**config.mk**
```make
export PLATFORM = sky130hd
export DESIGN_NAME = sliscp_perm_ctrl
export DESIGN_NICKNAME = d
export VERILOG_FILES = /design/src/rtl/spoc_pkg.sv /design/src/rtl/sliscp_const_rom.sv /design/src/rtl/sliscp_perm_ctrl.sv
export SDC_FILE = /design/constraint.sdc
export NUM_CORES = 1
export LEC_CHECK = 0
export ABC_AREA = 0
export CAP_MARGIN = 20
export CORE_AREA = 8 8 307 309
export CTS_CLUSTER_DIAMETER = 120
export DETAILED_ROUTE_END_ITERATION = 10
export DIE_AREA = 0 0 315 317
export HOLD_SLACK_MARGIN = 0.15
export MAX_ROUTING_LAYER = met4
export PLACE_DENSITY = 0.49
export SLEW_MARGIN = 20
export SYNTH_ARGS = -nofsm -noshare
export SYNTH_HDL_FRONTEND = slang
export SYNTH_HIERARCHICAL = 1
export SYNTH_SLANG_ARGS = --single-unit
```
**constraint.sdc**
```tcl
create_clock -name clk -period 6.7 [get_ports clk]
set_clock_uncertainty 0.05 [all_clocks]
set_input_delay 1.34 -clock clk [delete_from_list [all_inputs] [get_ports clk]]
set_output_delay 1.34 -clock clk [all_outputs]
set_load 0.02 [all_outputs]
```
**src/rtl/spoc_pkg.sv**
```systemverilog
// Shared definitions for the SpoC-64 sLiSCP-light-192 permutation blocks:
// sizes, controller state encoding and the per-step constant tables.
package spoc_pkg;

    localparam int SLISCP_WIDTH = 48;
    localparam int SLISCP_STEPS = 18;

    typedef enum logic [1:0] {
        ST_IDLE = 2'd0,
        ST_RUN  = 2'd1,
        ST_FIN  = 2'd2
    } perm_state_e;

    // Ascending index range: the leftmost literal is the step-0 entry.
    localparam logic [0:SLISCP_STEPS-1][7:0] RC0_TAB = {
        8'h07, 8'h04, 8'h06, 8'h25, 8'h17, 8'h1c, 8'h12, 8'h3b, 8'h26,
        8'h15, 8'h3f, 8'h20, 8'h30, 8'h28, 8'h3c, 8'h22, 8'h33, 8'h2a
    };
    localparam logic [0:SLISCP_STEPS-1][7:0] RC1_TAB = {
        8'h27, 8'h34, 8'h2e, 8'h19, 8'h35, 8'h0f, 8'h08, 8'h0c, 8'h0a,
        8'h2f, 8'h38, 8'h24, 8'h36, 8'h1d, 8'h3d, 8'h31, 8'h09, 8'h2d
    };
    localparam logic [0:SLISCP_STEPS-1][7:0] SC0_TAB = {
        8'h08, 8'h0c, 8'h0a, 8'h2f, 8'h38, 8'h24, 8'h36, 8'h1d, 8'h3d,
        8'h31, 8'h09, 8'h2d, 8'h1b, 8'h3e, 8'h0b, 8'h12, 8'h13, 8'h34
    };
    localparam logic [0:SLISCP_STEPS-1][7:0] SC1_TAB = {
        8'h29, 8'h1d, 8'h1f, 8'h21, 8'h2b, 8'h3d, 8'h37, 8'h33, 8'h3b,
        8'h29, 8'h19, 8'h01, 8'h0d, 8'h0b, 8'h23, 8'h3c, 8'h2a, 8'h11
    };

endpackage

```
**src/rtl/sliscp_const_rom.sv**
```systemverilog
// Step index -> round/step constants for sLiSCP-light-192. Purely
// combinational so it can be replicated by an unrolled permutation.
module sliscp_const_rom
    import spoc_pkg::*;
#(
    parameter int STEP_CW = 5
) (
    input  logic [STEP_CW-1:0] step_i,
    output logic [7:0]         rc0_o,
    output logic [7:0]         rc1_o,
    output logic [7:0]         sc0_o,
    output logic [7:0]         sc1_o
);

    always_comb begin
        rc0_o = '0;
        rc1_o = '0;
        sc0_o = '0;
        sc1_o = '0;
        // Indices past the table are unreachable from the controller.
        if (int'(step_i) < SLISCP_STEPS) begin
            rc0_o = RC0_TAB[step_i];
            rc1_o = RC1_TAB[step_i];
            sc0_o = SC0_TAB[step_i];
            sc1_o = SC1_TAB[step_i];
        end
    end

endmodule

```
**src/rtl/sliscp_perm_ctrl.sv**
```systemverilog
// Iterating controller and state register for the sLiSCP-light permutation:
// feeds the step datapath, captures each step result, pulses done at the end.
module sliscp_perm_ctrl
    import spoc_pkg::*;
#(
    parameter int WIDTH     = SLISCP_WIDTH,
    parameter int NUM_STEPS = SLISCP_STEPS,
    parameter int STEP_CW   = 5
) (
    input  logic                 clk,
    input  logic                 rst,
    input  logic                 start,
    input  logic [4*WIDTH-1:0]   din,
    output logic                 busy,
    output logic                 done,
    output logic [4*WIDTH-1:0]   dout,
    output logic [4*WIDTH-1:0]   step_sin,
    input  logic [4*WIDTH-1:0]   step_sout,
    input  logic                 rnd_done,
    output logic                 en_rnd_ctr,
    output logic [7:0]           rc0,
    output logic [7:0]           rc1,
    output logic [7:0]           sc0,
    output logic [7:0]           sc1
);

    localparam logic [STEP_CW-1:0] LAST_STEP = STEP_CW'(NUM_STEPS - 1);

    perm_state_e          state_q;
    logic [STEP_CW-1:0]   step_q;
    logic [4*WIDTH-1:0]   data_q;
    logic                 busy_q;
    logic                 done_q;
    logic                 en_q;

    always_ff @(posedge clk) begin
        if (!rst) begin
            state_q <= ST_IDLE;
            step_q  <= '0;
            data_q  <= '0;
            busy_q  <= 1'b0;
            done_q  <= 1'b0;
            en_q    <= 1'b0;
        end else begin
            case (state_q)
                ST_IDLE: begin
                    done_q <= 1'b0;
                    if (start) begin
                        data_q  <= din;
                        step_q  <= '0;
                        busy_q  <= 1'b1;
                        en_q    <= 1'b1;
                        state_q <= ST_RUN;
                    end
                end
                ST_RUN: begin
                    if (rnd_done) begin
                        data_q <= step_sout;
                        if (step_q == LAST_STEP) begin
                            busy_q  <= 1'b0;
                            en_q    <= 1'b0;
                            done_q  <= 1'b1;
                            state_q <= ST_FIN;
                        end else begin
                            // Next step begins immediately on the new state.
                            step_q <= step_q + 1'b1;
                        end
                    end
                end
                ST_FIN: begin
                    done_q  <= 1'b0;
                    step_q  <= '0;
                    state_q <= ST_IDLE;
                end
                default: begin
                    busy_q  <= 1'b0;
                    en_q    <= 1'b0;
                    done_q  <= 1'b0;
                    step_q  <= '0;
                    state_q <= ST_IDLE;
                end
            endcase
        end
    end

    sliscp_const_rom #(
        .STEP_CW (STEP_CW)
    ) u_const_rom (
        .step_i (step_q),
        .rc0_o  (rc0),
        .rc1_o  (rc1),
        .sc0_o  (sc0),
        .sc1_o  (sc1)
    );

    assign busy       = busy_q;
    assign done       = done_q;
    assign en_rnd_ctr = en_q;
    assign dout       = data_q;
    assign step_sin   = data_q;

endmodule

```
# Word level (Yosys, flattened, before mapping)
# Memory sizes are Yosys's and may differ from the RTL's.
# Index checks and enable logic that the tools add are counted.
[classes] add_sub_neg=1 mul=0 div_mod_pow=0 order_cmp=2 n_eq_ne=7 n_shift=0 mux=27 bitwise_logic=2 n_reduce_logical=8
[ops] cell="192-bit two-way mux" n=2
[ops] cell="192-bit case mux with 2 select lines" n=1
[ops] cell="8-bit two-way mux" n=12
[ops] cell="5-bit two-way mux" n=3
[ops] cell="5-bit case mux with 2 select lines" n=1
[ops] cell="3-bit AND reduction" n=3
[ops] cell="2-bit inequality test (second input constant)" n=4
[ops] cell="6-bit greater-or-equal comparator (second input constant)" n=1
[ops] cell="2-bit two-way mux" n=3
[ops] cell="5-bit inverter with 6-bit output" n=1
[ops] cell="5-bit by 1-bit adder with 5-bit output (second input constant)" n=1
[ops] cell="5-bit == test (second input constant)" n=1
[ops] cell="5-bit less-than comparator (second input constant)" n=1
[ops] cell="2-bit case mux with 2 select lines" n=1
[ops] cell="2-bit AND reduction" n=2
[ops] cell="4-bit AND reduction" n=1
[ops] cell="1-bit two-way mux" n=3
[ops] cell="1-bit case mux with 3 select lines" n=1
[ops] cell="2-bit by 1-bit == test with 1-bit output (second input constant)" n=1
[ops] cell="2-bit == test (second input constant)" n=1
[ops] cell="2-bit zero test" n=1
[ops] cell="2-bit nonzero test" n=1
[ops] cell="1-bit inverter" n=1
[word_totals] regBits=201 latch_bits=0 ram_bits=0 rom_bits=1024 in_bits=388 out_inout_bits=419 wordCells=56 mem_count=4
[mem_list] name="(no name shown)" depth=32 width=8 rd=1 rd_ports_with_merged_regs=0 wr=0 line="sliscp_const_rom.sv:25" source="sc1_o = SC1_TAB[step_i];"
[mem_list] name="(no name shown)" depth=32 width=8 rd=1 rd_ports_with_merged_regs=0 wr=0 line="sliscp_const_rom.sv:24" source="sc0_o = SC0_TAB[step_i];"
[mem_list] name="(no name shown)" depth=32 width=8 rd=1 rd_ports_with_merged_regs=0 wr=0 line="sliscp_const_rom.sv:22" source="rc0_o = RC0_TAB[step_i];"
[mem_list] name="(no name shown)" depth=32 width=8 rd=1 rd_ports_with_merged_regs=0 wr=0 line="sliscp_const_rom.sv:23" source="rc1_o = RC1_TAB[step_i];"

# Logic depth before layout (Yosys ltp)
# Gate-level depths: netlist of the first run.
[depth] ltp_word=5 depth_mapped=6 mapped_depth_nobuf=5

# By module
# Netlist of the first run, hierarchy kept.
[modules_own_cells] module="sliscp_perm_ctrl" n_inst=1 cells_each=1145 area_each_um2=11258.3 seq_area_each_um2=4023.9
[modules_own_cells] module="sliscp_const_rom" n_inst=1 cells_each=138 area_each_um2=969.7 seq_area_each_um2=0.0

# Worst setup path after synthesis of the first run
# No wires, ideal clock.
[synth_path] path_type="register to output" start="reg step_q[0]" end="out sc1[5]" arrival_ns=1.943 t_required_ns=5.310 setup_slack_ns=3.367 path_stages_with_launch=7 n_path_buf=1 cell_sequence="dfxtp_1 buf_2 inv_2 ha_1 nor2b_1 mux2_1 a21oi_1"
[synth_via] elab_chain_cells=5 elab_cells_between_ends=6 cone_classes="1 x order compare; 3 x mux; 1 x bitwise; 1 x memory"
[synth_lines] item="start: declaration" line="sliscp_perm_ctrl.sv:30" source="logic [STEP_CW-1:0] step_q;"
[synth_lines] item="start signal: assignment" line="sliscp_perm_ctrl.sv:66" source="step_q <= step_q + 1'b1;"
[synth_lines] item="5-bit inverter with 6-bit output (not written as such)" line="sliscp_const_rom.sv:25"
[synth_lines] item="memory read 32 x 8 bit"
[synth_lines] item="8-bit two-way mux (not written as such) (2 in a row)" line="sliscp_const_rom.sv:25"
[synth_lines] item="8-bit two-way mux (*)" line="sliscp_const_rom.sv:21" source="if (int'(step_i) < SLISCP_STEPS) begin"
[synth_lines] item="end: declaration" line="sliscp_perm_ctrl.sv:24" source="output logic [7:0] sc1"
# Mark *: on every way between the ends. The rest lies on a longest branch, timed or not. The select of a mux whose other input is x is not followed.

# Worst setup path in the final report of the first run
# Ends and elaborated chain as after synthesis.

==> results_dict.tcl, run 1 <==
set metrics [dict create \
    status "completed" \
    grt_max_degree 161 \
    yosysWarnings 6 \
    hpwl_um 45100 \
    io_buffers 798 \
    seqPwrFrac 0.331 \
    ant_nets 0 \
    max-cap-violations 0 \
    clockBufferDepth 3 \
    switching_share 0.315 \
    worstSetupEndpointType "output port" \
    synth_ff_type "dfxtp_1" \
    track_usage 0.108 \
    fin_cells 2979 \
    syn_inst 1283 \
    p_leak_nw 7.06 \
    fin_crit_sh 0.692 \
    drt_iter0_markers 621 \
    min_period_ps 4630 \
    area_growth_pct 66.1 \
    avgSynthCellArea_um2 9.53 \
    drive_above_1_share 0.0372 \
    internal_power_mw 2.97 \
    die_w_um 315 \
    mostFrequentLayoutCell "clkdlybuf4s50_1" \
    cts_resized 0 \
    slew_headroom 0.265 \
    post-route-util 0.227 \
    drc_errors 0 \
    dr.pass1.iters 5 \
    grt_pass1_vias 12000 \
    use_met1 0.130 \
    num_io_pins 807 \
    rows 110 \
    power_density_nw_per_um2 214 \
    htreeDepth 1 \
    avgRoutedWirePerCell_um 19.7 \
    synth_area_um2 12200 \
    seq_area_frac_synth 0.329 \
    num-fill-cells 9547 \
    cp.required_ps 5310 \
    crit_chain "inv_2, ha_1, nor2b_1, mux2_1, a21oi_1, clkdlybuf4s50_1" \
    clock_sinks 201 \
    critPathLaunchType "flip-flop" \
    tightestPinTransition_ps 1100 \
    ys_seq_elements 201 \
    numCtsBuffers 27 \
    async_flop_share 0 \
    synthDistinctLibCells 58 \
    dieArea_um2 99900 \
    place_congestion 0.816 \
    hold_buffers 0 \
    use_met3 0.0201 \
    worst_slack_ps 2070 \
    busiest_layer "met2" \
    fmax_mhz 216 \
    rsz0062_at_grt "no" \
    hold_violations 0 \
    cts-root-buf "clkbuf_16" \
    placed_area_um2 19400 \
    grt_pass1_wl_um 81400 \
    core_um2 89300 \
    diodes 0 \
    cts_setup_buffers 0 \
    comb_power_share 0.319 \
    vias_per_cell 4.01 \
    path_class "reg -> out" \
    clkLatencyLatePin_ps 560 \
    finalSetupViolCount 0 \
    cp.arrival_ps 3240 \
    drv_slew 0 \
    pwr-share-clk 0.350 \
    worst_path_max_delay_cell "dfxtp_1" \
    place_ws_ps 2640 \
    post-place-cells 2933 \
    tns_ps 0 \
    p_sw_mw 1.37 \
    chipHeight_um 317 \
    start_util 0.137 \
    r2r_slack_ps 3600 \
    path_clk_slew_ps 60 \
    slowest_delay_ps 730 \
    antenna_found_initial 2 \
    overflow 0 \
    use_met2 0.185 \
    final_cell_mix "clkdlybuf4s50_1, a21oi_1, dfxtp_1" \
    wl_um 58800 \
    fin_nets 2186 \
    hold_class "reg -> reg" \
    fin_area_um2 20300 \
    cp_max_fo 19 \
    route.vias.total 11900 \
    peakVddDrop_mv 0.171 \
    synth_edf_count 0 \
    cts_tree "built" \
]
-- cell usage after synthesis (6+ instances only) --
master,instances,area (µm²)
buf_4,209,1570
a21oi_1,208,1040
dfxtp_1,201,4020
mux2i_1,196,1960
a311oi_1,195,1710
clkbuf_1,58,218
buf_6,57,642
buf_2,20,100
nor2_1,14,52.6
ha_1,12,150
nand2_1,10,37.5
nand2b_1,8,50.1
nand3_1,8,40.0
nor2b_1,7,43.8
inv_1,6,22.5
-- through the flow --
stage | power (mW) | hold WS [ps]
6_report | 4.34 | 457
5_1_grt | 4.55 | 515
4_1_cts | 4.45 | 455
3_5_place_dp | 2.86 | 437
3_3_place_gp | 2.86 | 430
2_1_floorplan | 2.22 | 492
-- critical path, delay by kind of cell (launching register included) --
family                     cells  cell delay, ps
AOI/OAI and AO/OA              1             180
adders and majority gates      1             430
buffers and inverters          2             820
DFF                            1             730
muxes                          1             300
and+or+nand+nor                1             210
-- final timing paths --
path	from	to	cells past startpoint
max	step_q[0]$_SDFFE_PN0P_	sc1[5]	6
min	done$_SDFFE_PN0P_	done$_SDFFE_PN0P_	2
max reg2reg	state_q[0]$_SDFFE_PN0P_	dout[181]$_SDFFE_PN0P_	5
min reg2reg	done$_SDFFE_PN0P_	done$_SDFFE_PN0P_	2
-- logic make-up after synthesis --
kind of cell,Yosys count,share of synthesized area
other cells,1,0.000307
flops,201,0.329
compound gates,447,0.253
buf+inv,353,0.210
mux,199,0.164
simple gates,70,0.0323
fa+ha+maj,12,0.0123
-- power groups by stage --
stage | clock network [mW] | logic [mW] | registers, mW
CTS | 1.61 | 1.41 | 1.44
finish | 1.52 | 1.39 | 1.44
floorplan | 0 | 0.680 | 1.54
global route | 1.63 | 1.46 | 1.45
detailed placement | 0 | 1.40 | 1.46
global placement | 0 | 1.40 | 1.46
-- registers in the layout (all words and copies together) (netlist names) --
register,flops
dout,192
step_q,5
state_q,2
done,1
en_rnd_ctr,1
-- cell type report --
cell class	count	area [µm²]	share of cell area
timing repair buffer	811	8160	0.402
tap	1176	1470	0.0724
multi-input combinational	736	5690	0.280
inverter	9	46.3	0.00228
clock inverter	6	120	0.00591
sequential	201	4020	0.198
clock buffer	40	805	0.0396
-- per-layer routing --
metal | wire length, µm | share of wire | vias to the layer above
met4 | 1600 | 0.027 | 0
met5 | 0 | 0 | -
li1 | - | - | 5681
met1 | 24400 | 0.41 | 5594
met2 | 29000 | 0.49 | 598
met3 | 3810 | 0.065 | 60
Note: power is estimated with default switching activity, not from simulation.
==> run 2: changes to the inputs <==
--- a/config.mk
+++ b/config.mk
@@ -7,13 +7,13 @@
 export LEC_CHECK = 0
 export ABC_AREA = 0
 export CAP_MARGIN = 20
-export CORE_AREA = 8 8 307 309
+export CORE_AREA = 8 8 309 311
 export CTS_CLUSTER_DIAMETER = 120
 export DETAILED_ROUTE_END_ITERATION = 10
-export DIE_AREA = 0 0 315 317
+export DIE_AREA = 0 0 317 319
 export HOLD_SLACK_MARGIN = 0.15
 export MAX_ROUTING_LAYER = met4
-export PLACE_DENSITY = 0.49
+export PLACE_DENSITY = 0.5
 export SLEW_MARGIN = 20
 export SYNTH_ARGS = -nofsm -noshare
 export SYNTH_HDL_FRONTEND = slang
==> constraint.sdc (replaced) <==
create_clock -name clk -period 4.2 [get_ports clk]
set_clock_uncertainty 0.05 [all_clocks]
set_input_delay 0.84 -clock clk [delete_from_list [all_inputs] [get_ports clk]]
set_output_delay 0.84 -clock clk [all_outputs]
set_load 0.02 [all_outputs]
==> results_dict.tcl, run 2 (synthesized netlist as in run 1, its figures left out) <==
set metrics [dict create \
    hold_class "reg -> reg" \
    p_leak_nw 7.15 \
    core_um2 90700 \
    start_util 0.135 \
    clock_sinks 201 \
    post-place-cells 2964 \
    dr.pass1.iters 5 \
    worst_path_max_delay_cell "clkdlybuf4s50_1" \
    cp_max_fo 17 \
    cp.arrival_ps 2940 \
    rsz0062_at_grt "no" \
    drv_slew 0 \
    antenna_found_initial 6 \
    htreeDepth 1 \
    die_w_um 317 \
    cts_resized 0 \
    cts-root-buf "clkbuf_16" \
    wl_um 61400 \
    grt_max_degree 130 \
    fin_nets 2207 \
    chipHeight_um 319 \
    slowest_delay_ps 640 \
    worstSetupEndpointType "output port" \
    path_clk_slew_ps 60 \
    clkLatencyLatePin_ps 550 \
    critPathLaunchType "flip-flop" \
    tns_ps 0 \
    status "completed" \
    grt_pass1_vias 12400 \
    hold_violations 0 \
    place_congestion 0.833 \
    grt_pass1_wl_um 86200 \
    largest_reg_flops 192 \
    io_buffers 798 \
    area_growth_pct 67.5 \
    slew_headroom 0.470 \
    min_period_ps 3830 \
    peakVddDrop_mv 0.278 \
    finalSetupViolCount 0 \
    cp.required_ps 3310 \
    post-route-util 0.226 \
    final_cell_mix "clkdlybuf4s50_1, a21oi_1, dfxtp_1" \
    dieArea_um2 101000 \
    drc_errors 0 \
    mostFrequentLayoutCell "clkdlybuf4s50_1" \
    worst_slack_ps 371 \
    critPathTopFamily "buffers and inverters" \
    rows 111 \
    hpwl_um 48900 \
    track_usage 0.114 \
    path_class "reg -> out" \
    drt_iter0_markers 615 \
    cts_tree "built" \
    power_density_nw_per_um2 332 \
    route.vias.total 12000 \
    cts_setup_buffers 0 \
    numCtsBuffers 27 \
    crit_chain "buf_4, inv_1, ha_1, nor2b_1, mux2_1, a21oi_1, clkdlybuf4s50_1" \
    fin_crit_sh 0.912 \
    avgRoutedWirePerCell_um 20.4 \
    fmax_mhz 261 \
    drive_above_1_share 0.0476 \
    max-cap-violations 0 \
    num_io_pins 807 \
    vias_per_cell 3.99 \
    tightestPinTransition_ps 795 \
    overflow 0 \
    path_buf_inv 3 \
    clockBufferDepth 3 \
    hold_buffers 0 \
    ant_nets 0 \
    hold_ws_ps 446 \
    fin_cells 3015 \
    place_ws_ps 942 \
]
[run 2: cell types whose count changed in the layout (fill, tap and decap cells not counted), moves of 2 or more]
cell	before	now
buf_12	6	10
bufinv_16	3	1
diode_2	0	3
buf_4	7	24
clkbuf_1	5	8
clkbuf_8	8	6
[run 2: power by group]
part / internal, mW / switching (mW) / total, mW / leakage [nW]
combinational: 1.17 / 1.08 / 2.25 / 5.05
clock: 1.35 / 0.912 / 2.26 / 0.422
sequential: 2.09 / 0.201 / 2.29 / 1.67
total: 4.61 / 2.19 / 6.80 / 7.15
[run 2: worst paths after layout]
path,startpoint,endpoint,slack (ps),cells after the start
max,step_q[1]$_SDFFE_PN0P_,sc1[5],370,7
min,done$_SDFFE_PN0P_,done$_SDFFE_PN0P_,450,2
max reg2reg,state_q[0]$_SDFFE_PN0P_,dout[45]$_SDFFE_PN0P_,1750,5
min reg2reg,done$_SDFFE_PN0P_,done$_SDFFE_PN0P_,450,2
[run 2: final cells by class]
cell class	count	area, µm²
antenna	3	7.51
inverter	9	46.3
timing repair buffer	832	8370
multi-input combinational	736	5690
fill	9764	70200
tap	1186	1480
clock buffer	41	788
sequential	201	4020
clock inverter	7	76.3
[run 2: stage by stage]
stage	total power, mW	area [µm²]
2_1_floorplan	3.55	12300
3_3_place_gp	4.59	19600
3_5_place_dp	4.60	19600
4_1_cts	6.96	20500
5_1_grt	7.13	20500
6_report	6.80	20500
[run 2: worst register-to-register path, cell delays in order (launching register included)]
cell      delay, ps
dfxtp_1         550
nor2b_4         380
buf_12          300
buf_4           600
mux2i_1         330
a311oi_1        120
[run 2: layer usage]
layer  wire length (µm)  up-vias  share of wire  track usage
met5                  0        -              0            -
met4               1250        0          0.020       0.0279
met3               4700       58          0.077       0.0275
met2              29800      602           0.49        0.194
met1              25600     5632           0.42        0.136
li1                   -     5728              -            -
==> run 3: changes to the inputs <==
--- a/config.mk
+++ b/config.mk
@@ -14,7 +14,6 @@
 export HOLD_SLACK_MARGIN = 0.15
 export MAX_ROUTING_LAYER = met4
 export PLACE_DENSITY = 0.5
-export SLEW_MARGIN = 20
 export SYNTH_ARGS = -nofsm -noshare
 export SYNTH_HDL_FRONTEND = slang
 export SYNTH_HIERARCHICAL = 1
==> results of run 3 <==
Same layout as run 2: the final DEF is identical, and so are final timing and power.
